## src/rtl/pattern_serial_tx.sv

```systemverilog
// Serial pattern transmitter: shifts PATTERN MSB-first, one bit per clock,
// repeated reps times with GAP idle cycles between repetitions.
//
// Ports:
//   clk       rising-edge clock
//   reset     synchronous, active-high
//   start     launch request, sampled only in IDLE
//   reps      repetition count latched with start (0 acts as 1)
//   abort     stop a running transmission at the next edge
//   ser_out   serial line (registered)
//   ser_valid high while ser_out carries a pattern bit
//   busy      high in SEND and GAP
//   done      one-cycle pulse after the last bit of the last repetition
//   aborted   one-cycle pulse after an accepted abort
module pattern_serial_tx #(
  parameter int unsigned        PAT_LEN  = 4,
  parameter logic [PAT_LEN-1:0] PATTERN  = 4'b1011,
  parameter logic               IDLE_BIT = 1'b0,
  parameter int unsigned        GAP      = 1,
  parameter int unsigned        CNT_W    = 8
) (
  input  logic             clk,
  input  logic             reset,
  input  logic             start,
  input  logic [CNT_W-1:0] reps,
  input  logic             abort,
  output logic             ser_out,
  output logic             ser_valid,
  output logic             busy,
  output logic             done,
  output logic             aborted
);

  localparam int unsigned IW =
    (PAT_LEN > 1) ? $clog2(PAT_LEN) : 1;
  localparam int unsigned GW =
    (GAP > 1) ? $clog2(GAP) : 1;

  localparam logic [IW-1:0] IDX_MSB =
    IW'(PAT_LEN - 1);
  localparam logic [GW-1:0] GAP_LAST =
    GW'((GAP > 0) ? GAP - 1 : 0);
  localparam logic [CNT_W-1:0] ONE =
    CNT_W'(1);
  localparam logic HAS_GAP = (GAP > 0);

  typedef enum logic [1:0] {
    S_IDLE,
    S_SEND,
    S_GAP,
    S_DONE
  } state_t;

  state_t           r_state;
  logic [IW-1:0]    r_idx;
  logic [GW-1:0]    r_gap;
  logic [CNT_W-1:0] r_reps_left;

  logic [IW-1:0] w_idx_dn;
  logic          w_pat_end;
  logic          w_more;
  logic          w_msb_bit;
  logic          w_next_bit;

  assign w_idx_dn   = r_idx - 1'b1;
  assign w_pat_end  = (r_idx == '0);
  // reps_left is never 0 inside SEND, so "not one" means more to send
  assign w_more     = (r_reps_left != ONE);
  assign w_msb_bit  = PATTERN[IDX_MSB];
  assign w_next_bit = PATTERN[w_idx_dn];

  always_ff @(posedge clk) begin
    if (reset) begin
      r_state     <= S_IDLE;
      r_idx       <= '0;
      r_gap       <= '0;
      r_reps_left <= '0;
      ser_out     <= IDLE_BIT;
      ser_valid   <= 1'b0;
      busy        <= 1'b0;
      done        <= 1'b0;
      aborted     <= 1'b0;
    end else begin
      done    <= 1'b0;
      aborted <= 1'b0;
      unique case (r_state)
        S_IDLE: begin
          if (start) begin
            r_reps_left <= (reps == '0) ? ONE : reps;
            r_idx       <= IDX_MSB;
            r_state     <= S_SEND;
            ser_out     <= w_msb_bit;
            ser_valid   <= 1'b1;
            busy        <= 1'b1;
          end
        end
        S_SEND: begin
          if (abort) begin
            r_state     <= S_IDLE;
            r_idx       <= '0;
            r_reps_left <= '0;
            ser_out     <= IDLE_BIT;
            ser_valid   <= 1'b0;
            busy        <= 1'b0;
            aborted     <= 1'b1;
          end else if (!w_pat_end) begin
            r_idx   <= w_idx_dn;
            ser_out <= w_next_bit;
          end else begin
            r_reps_left <= r_reps_left - ONE;
            if (w_more) begin
              if (HAS_GAP) begin
                r_state   <= S_GAP;
                r_gap     <= GAP_LAST;
                ser_out   <= IDLE_BIT;
                ser_valid <= 1'b0;
              end else begin
                // back-to-back repetition, no bubble
                r_idx   <= IDX_MSB;
                ser_out <= w_msb_bit;
              end
            end else begin
              r_state   <= S_DONE;
              ser_out   <= IDLE_BIT;
              ser_valid <= 1'b0;
              busy      <= 1'b0;
              done      <= 1'b1;
            end
          end
        end
        S_GAP: begin
          if (abort) begin
            r_state     <= S_IDLE;
            r_idx       <= '0;
            r_gap       <= '0;
            r_reps_left <= '0;
            ser_out     <= IDLE_BIT;
            ser_valid   <= 1'b0;
            busy        <= 1'b0;
            aborted     <= 1'b1;
          end else if (r_gap == '0) begin
            r_state   <= S_SEND;
            r_idx     <= IDX_MSB;
            ser_out   <= w_msb_bit;
            ser_valid <= 1'b1;
          end else begin
            r_gap <= r_gap - 1'b1;
          end
        end
        S_DONE: begin
          r_state <= S_IDLE;
        end
        default: begin
          r_state   <= S_IDLE;
          ser_out   <= IDLE_BIT;
          ser_valid <= 1'b0;
          busy      <= 1'b0;
        end
      endcase
    end
  end

endmodule

```

## config.mk

```make
export PLATFORM = sky130hd
export DESIGN_NAME = pattern_serial_tx
export DESIGN_NICKNAME = d
export VERILOG_FILES = /design/src/rtl/pattern_serial_tx.sv
export SDC_FILE = /design/constraint.sdc
export NUM_CORES = 1
export LEC_CHECK = 0
export ABC_AREA = 1
export CAP_MARGIN = 30
export CORE_MARGIN = 2
export CORE_UTILIZATION = 52
export CTS_CLUSTER_DIAMETER = 60
export DETAILED_ROUTE_END_ITERATION = 10
export GPL_ROUTABILITY_DRIVEN = 0
export PLACE_DENSITY = 0.77
export SLEW_MARGIN = 20
export SYNTH_ARGS = -nofsm -noshare
export SYNTH_HDL_FRONTEND = slang
export SYNTH_SLANG_ARGS = --single-unit
```

## constraint.sdc

```tcl
create_clock -name clk -period 2 [get_ports clk]
set_clock_uncertainty 0.05 [all_clocks]
set_input_delay 0.3 -clock clk [delete_from_list [all_inputs] [get_ports clk]]
set_output_delay 0.3 -clock clk [all_outputs]
set_load 0.05 [all_outputs]
```

== Word level (Yosys, flattened, before mapping) ==
Cells that the tools add are included.
Cells by class
  add/sub/neg operators: 3
  multipliers: 0
  div/mod/pow operators: 0
  magnitude comparators: 1
  equality and inequality tests: 13
  shifts and indexed selects: 0
  multiplexer cells: 43
  bitwise logic cells: 3
  reduce and logical (&&, ||, !) cells: 15
Operators with widths (count)
  8-bit two-way mux: 5
  8-bit case mux with 3 select lines: 1
  1-bit two-way mux: 20
  2-bit two-way mux: 10
  4-bit AND reduction: 4
  3-bit inequality test (second input constant): 4
  2-bit inequality test (second input constant): 5
  1-bit case mux with 3 select lines: 3
  8-bit logical NOT: 1
  8-bit by 1-bit inequality test with 1-bit output (second input constant): 1
  2-bit case mux with 4 select lines: 1
  8-bit by 1-bit subtractor with 8-bit output (second input constant): 1
  2-bit case mux with 3 select lines: 1
  3-bit AND reduction: 2
  5-bit AND reduction: 1
  2-bit == test (second input constant): 2
  2-bit logical NOT: 2
  2-bit OR reduction: 2
  4-bit OR reduction: 1
  2-bit by 3-bit less-than comparator with 1-bit output (second input constant): 1
  1-bit inverter: 3
  3-bit nonzero test: 1
  1-bit binary-select mux with 2-bit select: 1
  2-bit by 1-bit == test with 1-bit output (second input constant): 1
  4 further kinds: 4
Word-level totals
  register bits after elaboration: 18
  latch bits: 0
  bits in writable memories: 0
  bits in read-only memories: 0
  bits of input ports: 12
  output and inout port bits: 5
  word-level logic and storage cells: 87
  memories kept: 0

== Depth between registers and ports, before layout ==
  depth after elaboration: 6
  mapped depth: 9
  mapped depth without buffers: 9

== Least setup slack after synthesis ==
Ideal clock, no wire load.
  path kind: register to register
  start point: reg r_state[0]
  end point: reg r_reps_left[0]
  library setup time: 0.122 ns
  arrival: 1.229 ns
  data required time: 1.828 ns
  slack: 0.599 ns
  cell stages (with the launch flop): 10
  buffers on the path: 1
  clock period less this slack: 1.401 ns
  path through: dfxtp_1 > inv_1 > ha_1 > buf_4 > inv_4 > nor2_8 > inv_2 > nor2_1 > nor2_1 > a21oi_2
Between the ends
  word-level cells in the longest chain between the ends: 3
  elaborated cells between the ends (all ways): 9
  classes of those cells: eq/ne (5); mux (1); reduce/logical (3)
RTL lines
  start, declared: RTL line 54  | state_t r_state;
  start signal, assigned: RTL line 74  | r_state <= S_IDLE;
  start signal, assigned: RTL line 91  | r_state <= S_SEND;
  start signal, assigned: RTL line 99  | r_state <= S_IDLE;
  2-bit by 1-bit == test with 1-bit output (tied with other cells): RTL line 86  | unique case (r_state)
  3-bit inequality test (no line) (tied with other cells)
  4-bit AND reduction (no line)
  end signal, assigned: RTL line 89  | r_reps_left <= (reps == '0) ? ONE : reps;
  end signal, assigned: RTL line 110  | r_reps_left <= r_reps_left - ONE;
  end, declared: RTL line 57  | logic [CNT_W-1:0] r_reps_left;
Parallel ways exist; a longest one is shown, timed or not.
A chain may end at the register's enable or synchronous reset.

== Worst setup path after layout ==
  start point: reg ser_out
  end point: out ser_out
RTL lines
  start, declared: RTL line 27  | output logic ser_out,
  start signal, assigned: RTL line 92  | ser_out <= w_msb_bit;
  start signal, assigned: RTL line 108  | ser_out <= w_next_bit;
  start signal, assigned: RTL line 120  | ser_out <= w_msb_bit;
No word-level cell between the ends.

==> out/results.ini <==
[hold_path]
holdCritStartpoint=busy
holdCritPathClass=register to register
min_path_cells=2

[route]
wl_per_cell_um=11.9
route.final.wire_length_mm=2.48
drtIter0Drc=49
viasPerCell=5.24
vias=1095
ant_nets=0
detail_route.first_pass.iterations=4
post_detailed_route_drc_marker_count=0

[cts]
cts_inserted_buffers=3
clk_pin_slew_ps=120
post_cts_setup_buffer_count=0
source_to_sink_clock_delay_at_the_later_pin_of_the_worst_skew_pair_ps=300
clock_tree_from_tritoncts=built
tritoncts_num_sinks=17
cts_buffer_depth=2
clock-root-buffer=clkbuf_4
cts.hold.buffers_added=0
cts.repair.resized=0
cts_max_level=1

[critical_path]
worstSetupPathDepth=1
critical_path.slowest_cell=clkdlybuf4s50_1
worst_ep_arrival_time_ps=1450
worstPathCellList=clkdlybuf4s50_1
timing.critical_path.from=ser_out
worstRegToRegCells=8
count_of_buffering_cells_on_the_critical_path_with_inverters_included=1
setup.worst_path.start_class=register
r2r_start=r_state[1]
classification_of_the_worst_setup_path=register to output port
cp-end-kind=output port
required_ps=1650
critPathTopFamily=buffers and inverters
path_max_fanout=2
timing.critical_path.slowest_cell_delay_ps=800

[sta]
worst_slew_pin_slew_ps=496
headroom_to_the_max_slew_limit_pct=66.9
layout_worst_path_cycle_share_pct=90.0
max_clock_freq_mhz=555
grt_setup_unrepaired=false
final.min_clock_period_ps=1800
final-hold-violation-count=0
setup_viol_count_final=0
totalNegativeSetupSlack_ps=0
postLayoutSetupSlackWorst_ps=199
report.final.slew_viol_count=0

[global_routing]
grt_remaining_overflow=0
grt_max_degree=15
first_global_vias=1019
grt_antenna_before_repair=0
grtUsageTotal_pct=21.3
first_pass_grt_wire_length_mm=4.18

[cells_and_area]
ff_latch_area_um2=340
final_antenna_diode_count=0
fillerInstances=174
fin_nets=202
final_common_cell=nor2_1
finalCoreUtilization_pct=65.6
most-common-layout-cells=29 x nor2_1, 23 x inv_1, 17 x dfxtp_1, 16 x clkdlybuf4s50_1
syn2layout_area_growth_pct=17.7
share_of_layout_cells_above_drive_strength_1_pct=12.1
multiInputGateArea_um2=644

[die]
floorplan.rows=16
die_h_um=50.3
initial_utilization_pct=55.7
fp.dieArea_um2=2530
die_width_um=50.3
coreArea_um2=2000
io_pins=17

[yosys]
yosysUniqueCellTypes=27
ys_async_sr_fraction_pct=0
synth_area_um2=1120
yosys_register_bits=17
ys_dominant_reg_cell=dfxtp_1
yosysTopAreaCellShare_pct=30.5
synth_edf_count=0
post_synth_inst_count=165
yosysWarningCount=0
avg_synthesized_cell_area_um2=6.76
syn-num-nets=184
sequential_to_total_area_share_from_yosys_stat_pct=30.5
netlist_top_cells_area=dfxtp_1 30%, nor2_1 9.8%, ha_1 7.8%, inv_1 7.7%, nand3_1 6.7%
synth_area_leader_cell=dfxtp_1

[power_and_ir_drop]
vdd.ir_drop.worst_uv=498
total_power_w=0.00107
total_leakage_power_nw=0.603
power_density_over_cell_area_nw_per_um2=816

[placed_design]
placement.io_buffers=16
detailedPlace.worstSlack_ps=282
hpwlAfterDp_mm=1.92

[status]
run_status=finished, final reports clean

[run]
max_cap_viol_count=0

-- flip-flops by register name, summed over array words and instances (netlist names) --
signal / count
aborted: 1
busy: 1
done: 1
r_idx: 2
r_reps_left: 8
r_state: 2
ser_out: 1
ser_valid: 1
-- per-stage QoR --
stage | std cells | instance area (um^2) | hold slack [ps]
after CTS | 209 | 1310 | 455
after global placement | 205 | 1290 | 417
after floorplan | 165 | 1120 | 327
after detailed placement | 205 | 1290 | 425
after global routing | 209 | 1310 | 514
final | 209 | 1310 | 454
-- cell type report --
cell class                      count  area share, %
Inverter                           28           8.19
Timing Repair Buffer               16           12.2
Clock buffer                        3           1.71
Tap cell                           27           2.57
Multi-Input combinational cell    117           49.0
Clock inverter                      1          0.381
Sequential cell                    17           25.9
-- where the power goes --
part,switching (W),total (W),internal [W]
registers,0.0000442,0.000432,0.000388
logic,0.000286,0.000448,0.000162
clock network,0.000117,0.000192,0.0000744
total,0.000447,0.00107,0.000624
-- Yosys cell counts, types with 2 or more instances --
library cell   n
a21oi_1       12
ha_1           7
inv_2          4
nand2_2        4
nor2_1        29
nand3_1       15
nor3_1         3
o21ai_1       14
dfxtp_1       17
nand3_2        2
inv_1         23
o21ai_0        4
nand2_1       15
nor2_2         3
-- metal layers --
metal  track usage, %  up-vias  part of all wire, %
li1                 -      569                    -
met1             25.0      489                   45
met2             39.7       35                   50
met3             3.27        2                  4.2
met4             5.86        0                 0.56
met5                0        -                    0
-- cells by family after synthesis --
group | share of synthesized area (%)
compound gates | 17.0
xor+xnor | 0.785
fa+ha+maj | 7.85
buf+inv | 11.8
flops | 30.5
simple gates | 32.1
-- final timing paths --
kind | slack, ps | to
max | 200 | ser_out
min | 450 | busy
min reg2reg | 450 | busy
max reg2reg | 310 | r_reps_left[1]
No activity file was read; power rests on OpenSTA's default activity.
==> variant 1 (config.mk and constraints unchanged) <==
Register the inputs `start`, `reps` and `abort` before use. The logic sees them one clock later. Comments in the files are not updated.
--- a/src/rtl/pattern_serial_tx.sv
+++ b/src/rtl/pattern_serial_tx.sv
@@ -51,6 +51,16 @@
     S_DONE
   } state_t;
 
+  logic start_q;
+  logic [CNT_W-1:0] reps_q;
+  logic abort_q;
+
+  always_ff @(posedge clk) begin
+    start_q <= start;
+    reps_q  <= reps;
+    abort_q <= abort;
+  end
+
   state_t           r_state;
   logic [IW-1:0]    r_idx;
   logic [GW-1:0]    r_gap;
@@ -85,8 +95,8 @@
       aborted <= 1'b0;
       unique case (r_state)
         S_IDLE: begin
-          if (start) begin
-            r_reps_left <= (reps == '0) ? ONE : reps;
+          if (start_q) begin
+            r_reps_left <= (reps_q == '0) ? ONE : reps_q;
             r_idx       <= IDX_MSB;
             r_state     <= S_SEND;
             ser_out     <= w_msb_bit;
@@ -95,7 +105,7 @@
           end
         end
         S_SEND: begin
-          if (abort) begin
+          if (abort_q) begin
             r_state     <= S_IDLE;
             r_idx       <= '0;
             r_reps_left <= '0;
@@ -129,7 +139,7 @@
           end
         end
         S_GAP: begin
-          if (abort) begin
+          if (abort_q) begin
             r_state     <= S_IDLE;
             r_idx       <= '0;
             r_gap       <= '0;
Behaviour: not the same (a bounded check fails within 4 cycles, from zero or initial values and one cycle with reset high).
==> variant 1 against the original RTL <==
Final area is 16% higher. Total power rose by 26%. Setup slack lost 75 ps. Sequential share of layout area increased by 9.5 points. Routed wire length rose by 7.5%. First-iteration DRC count is 33% lower. Clock power increased by 26%. Highest routed layer unchanged. Fmax decreased by 4.0%. Area after synthesis up 19%. Sequential cell count is 10 higher.
==> variant 1: results (changes against the original RTL) <==
stage,metric,value,unit,change
status,status,finished clean,,unchanged
hold_path,hold wc startpoint,reps[7],,was busy
hold_path,worst hold endpoint,reps_q[7],,was busy
critical_path,CP Data Arrival Time,1530,ps,was 1450 ps
timing,worst setup margin,125,ps,was 199 ps
clock_network,Worst-path clk slew,150,ps,was 120 ps
detailed_routing,WL final,2670,um,was 2480 um
global_route,gr usage total,21.2,%,was 21.3%
global_route,M1 GR Usage,29.1,%,was 25.0%
finish,leading registers by flop count,"r_reps_left: 8 flops, reps_q: 8 flops",,"was r_reps_left: 8 flops, r_idx: 2 flops, r_state: 2 flops"
timing,Hold WS,339,ps,was 454 ps
placed_design,Setup WS pre-CTS,359,ps,was 282 ps
critical_path,"slowest stage delay, CP",820,ps,was 800 ps
power_and_ir_drop,maximum vdd drop,0.664,mV,was 0.498 mV
global_route,met2 usage,33.9,%,was 39.7%
synth,most numerous cell types in the synthesized netlist,"nor2_1 (28), dfxtp_1 (27), inv_1 (20)",,"was nor2_1 (29), inv_1 (23), dfxtp_1 (17)"
power_and_ir_drop,P_sw,0.000507,W,was 0.000447 W
synth,Synth area leaders,"dfxtp_1 (41%), nor2_1 (7.9%), ha_1 (6.6%)",,"was dfxtp_1 (30%), nor2_1 (9.8%), ha_1 (7.8%)"
power_and_ir_drop,Clock Power,0.000242,W,was 0.000192 W
finish,Final #Nets,210,,was 202
clock_network,post-CTS setup repair buffer count,0,,unchanged
detailed_routing,metal3 WL,138,um,was 103 um
clock_network,worst skew pair latency,330,ps,was 300 ps
power_and_ir_drop,sequential share of power,48.0,%,was 40.3%
hold_path,hold path depth,1,,was 2
placed_design,DP Wirelength,2040,um,was 1920 um
synth,syn nets,192,,was 184
clock_network,CTS Buf Count,3,,unchanged
critical_path,worst setup path startpoint,busy,,was ser_out
synth,post-synthesis sequential area ratio,40.8,%,was 30.5%
critical_path,CP endpoint,busy,,was ser_out
timing,worst-margin pin slew,501,ps,was 496 ps
synth,Syn Inst Count,173,,was 165
hold_path,HP Class,input port to flip-flop,,was flip-flop to flip-flop
detailed_routing,vias per inst,5.17,,was 5.24
finish,layout cell share with drive strength beyond 1,14.2,%,was 12.1%
critical_path,reg2reg start,r_state[0],,was r_state[1]
synth,post-synth cell types,28,,was 27
detailed_routing,routed wl met2,1250,um,was 1240 um
detailed_routing,Initial DRC Count,33,,was 49
critical_path,reg2reg end,r_reps_left[0],,was r_reps_left[1]
global_route,pin count of the biggest net entering global routing,16,,was 15
global_route,number of global-route vias before repair,1040,,"was 1,019"
global_route,GR Util met3,3.83,%,was 3.27%
detailed_routing,M1 wire length,1260,um,was 1120 um
synth,fraction of registers with async set or reset after synthesis,0,%,unchanged
synth,synthesis warning total,0,,unchanged
finish,Finished Layout Cells,220,,was 209
placed_design,placed cell areas,0.00150,mm2,was 0.00129 mm2
power_and_ir_drop,power after layout,0.00135,W,was 0.00107 W
global_route,global-route wire length before repair,4560,um,was 4180 um
timing,Final Hold Viols,0,,unchanged
variant 1: cell types whose count changed after synthesis, sizes merged:
cell and delta:
nor2 -1, nand4 +1, a21oi -3, a211oi +1, dfxtp +10, nand2 +3
nand3 -1, o31ai -1, inv -2, nor3 +1
variant 1: layout make-up:
type / count / area [um2]
Multi-Input combinational cell: 117 / 661
Tap cell: 30 / 37.5
Timing Repair Buffer: 16 / 160
Clock buffer: 3 / 22.5
Fill cell: 231 / 928
Sequential cell: 27 / 541
Inverter: 26 / 100
Clock inverter: 1 / 5.00
variant 1: worst reg2reg max path: cells and delay by family, from the launching register on:
| family | cells | cell delay [ps] |
|---|---|---|
| compound gates | 1 | 130 |
| buf+inv | 3 | 270 |
| simple gates | 3 | 320 |
| fa+ha+maj | 1 | 480 |
| flops | 1 | 390 |
variant 1: cell families after synthesis:
kind of cell	Yosys count	share of synthesized area (%)
simple gates	77	28.2
compound gates	32	14.4
buf+inv	29	9.35
flops	27	40.8
fa+ha+maj	7	6.61
xor+xnor	1	0.661
==> variant 2 (same flow settings) <==
Without the edit above. Set the parameter `PAT_LEN` to 8 (it was 4).
--- a/src/rtl/pattern_serial_tx.sv
+++ b/src/rtl/pattern_serial_tx.sv
@@ -13,7 +13,7 @@
 //   done      one-cycle pulse after the last bit of the last repetition
 //   aborted   one-cycle pulse after an accepted abort
 module pattern_serial_tx #(
-  parameter int unsigned        PAT_LEN  = 4,
+  parameter int unsigned        PAT_LEN  = 8,
   parameter logic [PAT_LEN-1:0] PATTERN  = 4'b1011,
   parameter logic               IDLE_BIT = 1'b0,
   parameter int unsigned        GAP      = 1,
Behaviour: not the same (Yosys sat finds a counterexample within 4 cycles, from zero or initial values and one cycle with reset high).
==> variant 2 against the original RTL <==
Sequential power grew 5.1%. Sequential cell count increased by 1. Setup slack got worse by 52 ps. Area after synthesis is 11% higher. Final area grew 10%. Total power is 12% higher. Routed wire length increased by 5.5%. Critical path depth did not move.
==> variant 2: results (changes against the original RTL) <==
stage,metric,value,unit,change
synth,Synth area leaders,"dfxtp_1 (29%), ha_1 (9.1%), nand2_1 (8.2%)",,"was dfxtp_1 (30%), nor2_1 (9.8%), ha_1 (7.8%)"
synth,most numerous cell types in the synthesized netlist,"nand2_1 (27), inv_1 (26), nor2_1 (24)",,"was nor2_1 (29), inv_1 (23), dfxtp_1 (17)"
critical_path,worst setup path startpoint,busy,,was ser_out
finish,Final #Nets,218,,was 202
global_route,global-route wire length before repair,4680,um,was 4180 um
finish,layout cell share with drive strength beyond 1,14.8,%,was 12.1%
detailed_routing,M1 wire length,1260,um,was 1120 um
synth,post-synth cell types,26,,was 27
detailed_routing,routed wl met2,1200,um,was 1240 um
detailed_routing,routed len/inst,11.7,um,was 11.9 um
status,status,finished clean,,unchanged
placed_design,PortBufs,16,,unchanged
synth,Synth Area in Compound Gates,13.6,%,was 17.0%
detailed_routing,vias per inst,5.31,,was 5.24
global_route,number of global-route vias before repair,1091,,"was 1,019"
placed_design,Setup WS pre-CTS,351,ps,was 282 ps
detailed_routing,Initial DRC Count,20,,was 49
global_route,gr usage total,22.4,%,was 21.3%
power_and_ir_drop,LEAKAGE,0.656,nW,was 0.603 nW
power_and_ir_drop,maximum vdd drop,0.586,mV,was 0.498 mV
finish,leading registers by flop count,"r_reps_left: 8 flops, r_idx: 3 flops, r_state: 2 flops",,"was r_reps_left: 8 flops, r_idx: 2 flops, r_state: 2 flops"
critical_path,CP endpoint,busy,,was ser_out
finish,fillers,212,,was 174
critical_path,CP Data Arrival Time,1500,ps,was 1450 ps
global_route,pin count of the biggest net entering global routing,16,,was 15
power_and_ir_drop,Sw Ratio,40.8,%,was 41.8%
synth,Synth Area per Inst,6.94,um2,was 6.76 um2
detailed_routing,DR pass1 iterations,4,,unchanged
synth,syn nets,199,,was 184
placed_design,DP Wirelength,2020,um,was 1920 um
critical_path,number of cells on the worst reg-to-reg path,9,,was 8
critical_path,reg2reg start,r_state[0],,was r_state[1]
detailed_routing,metal3 WL,122,um,was 103 um
finish,Finished Layout Cells,224,,was 209
synth,Post-Synth Adder-Cell Area,9.11,%,was 7.85%
critical_path,reg2reg setup slack,460,ps,was 310 ps
timing,Hold WS,460,ps,was 454 ps
hold_path,hold wc startpoint,r_idx[2],,was busy
-- variant 2: cell types whose count changed in the layout (fill, tap and decap cells not counted), sizes merged, moves of 2 or more --
cell,delta
nand3,-2
o21ai,-5
xnor2,+2
a21oi,-2
nand2,+14
ha,+2
o22ai,+2
-- variant 2: how the worst min path moves through the flow --
stage,endpoint,cells past startpoint
final,r_idx[2],2
after CTS,r_idx[2],2
after floorplan,r_idx[2],1
after global placement,busy,2
after global routing,r_idx[2],2
after detailed placement,r_idx[2],2
-- variant 2: area by class of cell --
class                   count  area [um2]  share of cell area [%]
multi-input cells         128         736                    50.9
clock buffers               4        36.3                    2.51
well taps                  28        35.0                    2.42
inverters                  29         110                    7.62
repair buffers             17         168                    11.6
flip-flops and latches     18         360                    24.9
-- variant 2: metal layers --
metal / vias to the layer above / track usage, %
met5: - / 0
met4: 0 / 7.26
met3: 5 / 3.43
met2: 34 / 35.4
met1: 553 / 31.0
li1: 598 / -
-- variant 2: cell families after synthesis --
family / count (synthesis)
simple gates: 88
buf+inv: 32
compound gates: 29
flops: 18
fa+ha+maj: 9
xor+xnor: 2
-- variant 2: power by group through the flow --
stage | Clock, W | Combinational [W] | Sequential, W
after floorplan | 0 | 0.000359 | 0.000490
after global placement | 0 | 0.000484 | 0.000461
after detailed placement | 0 | 0.000495 | 0.000463
after CTS | 0.000235 | 0.000498 | 0.000455
after global routing | 0.000249 | 0.000565 | 0.000463
final | 0.000241 | 0.000500 | 0.000454
-- variant 2: metrics by stage --
stage / instance area, um2 / utilization, %
after detailed placement: 1410 / 63.1
after CTS: 1450 / 64.7
final: 1450 / 64.7
after global routing: 1450 / 64.7
after global placement: 1410 / 63.1
after floorplan: 1240 / -
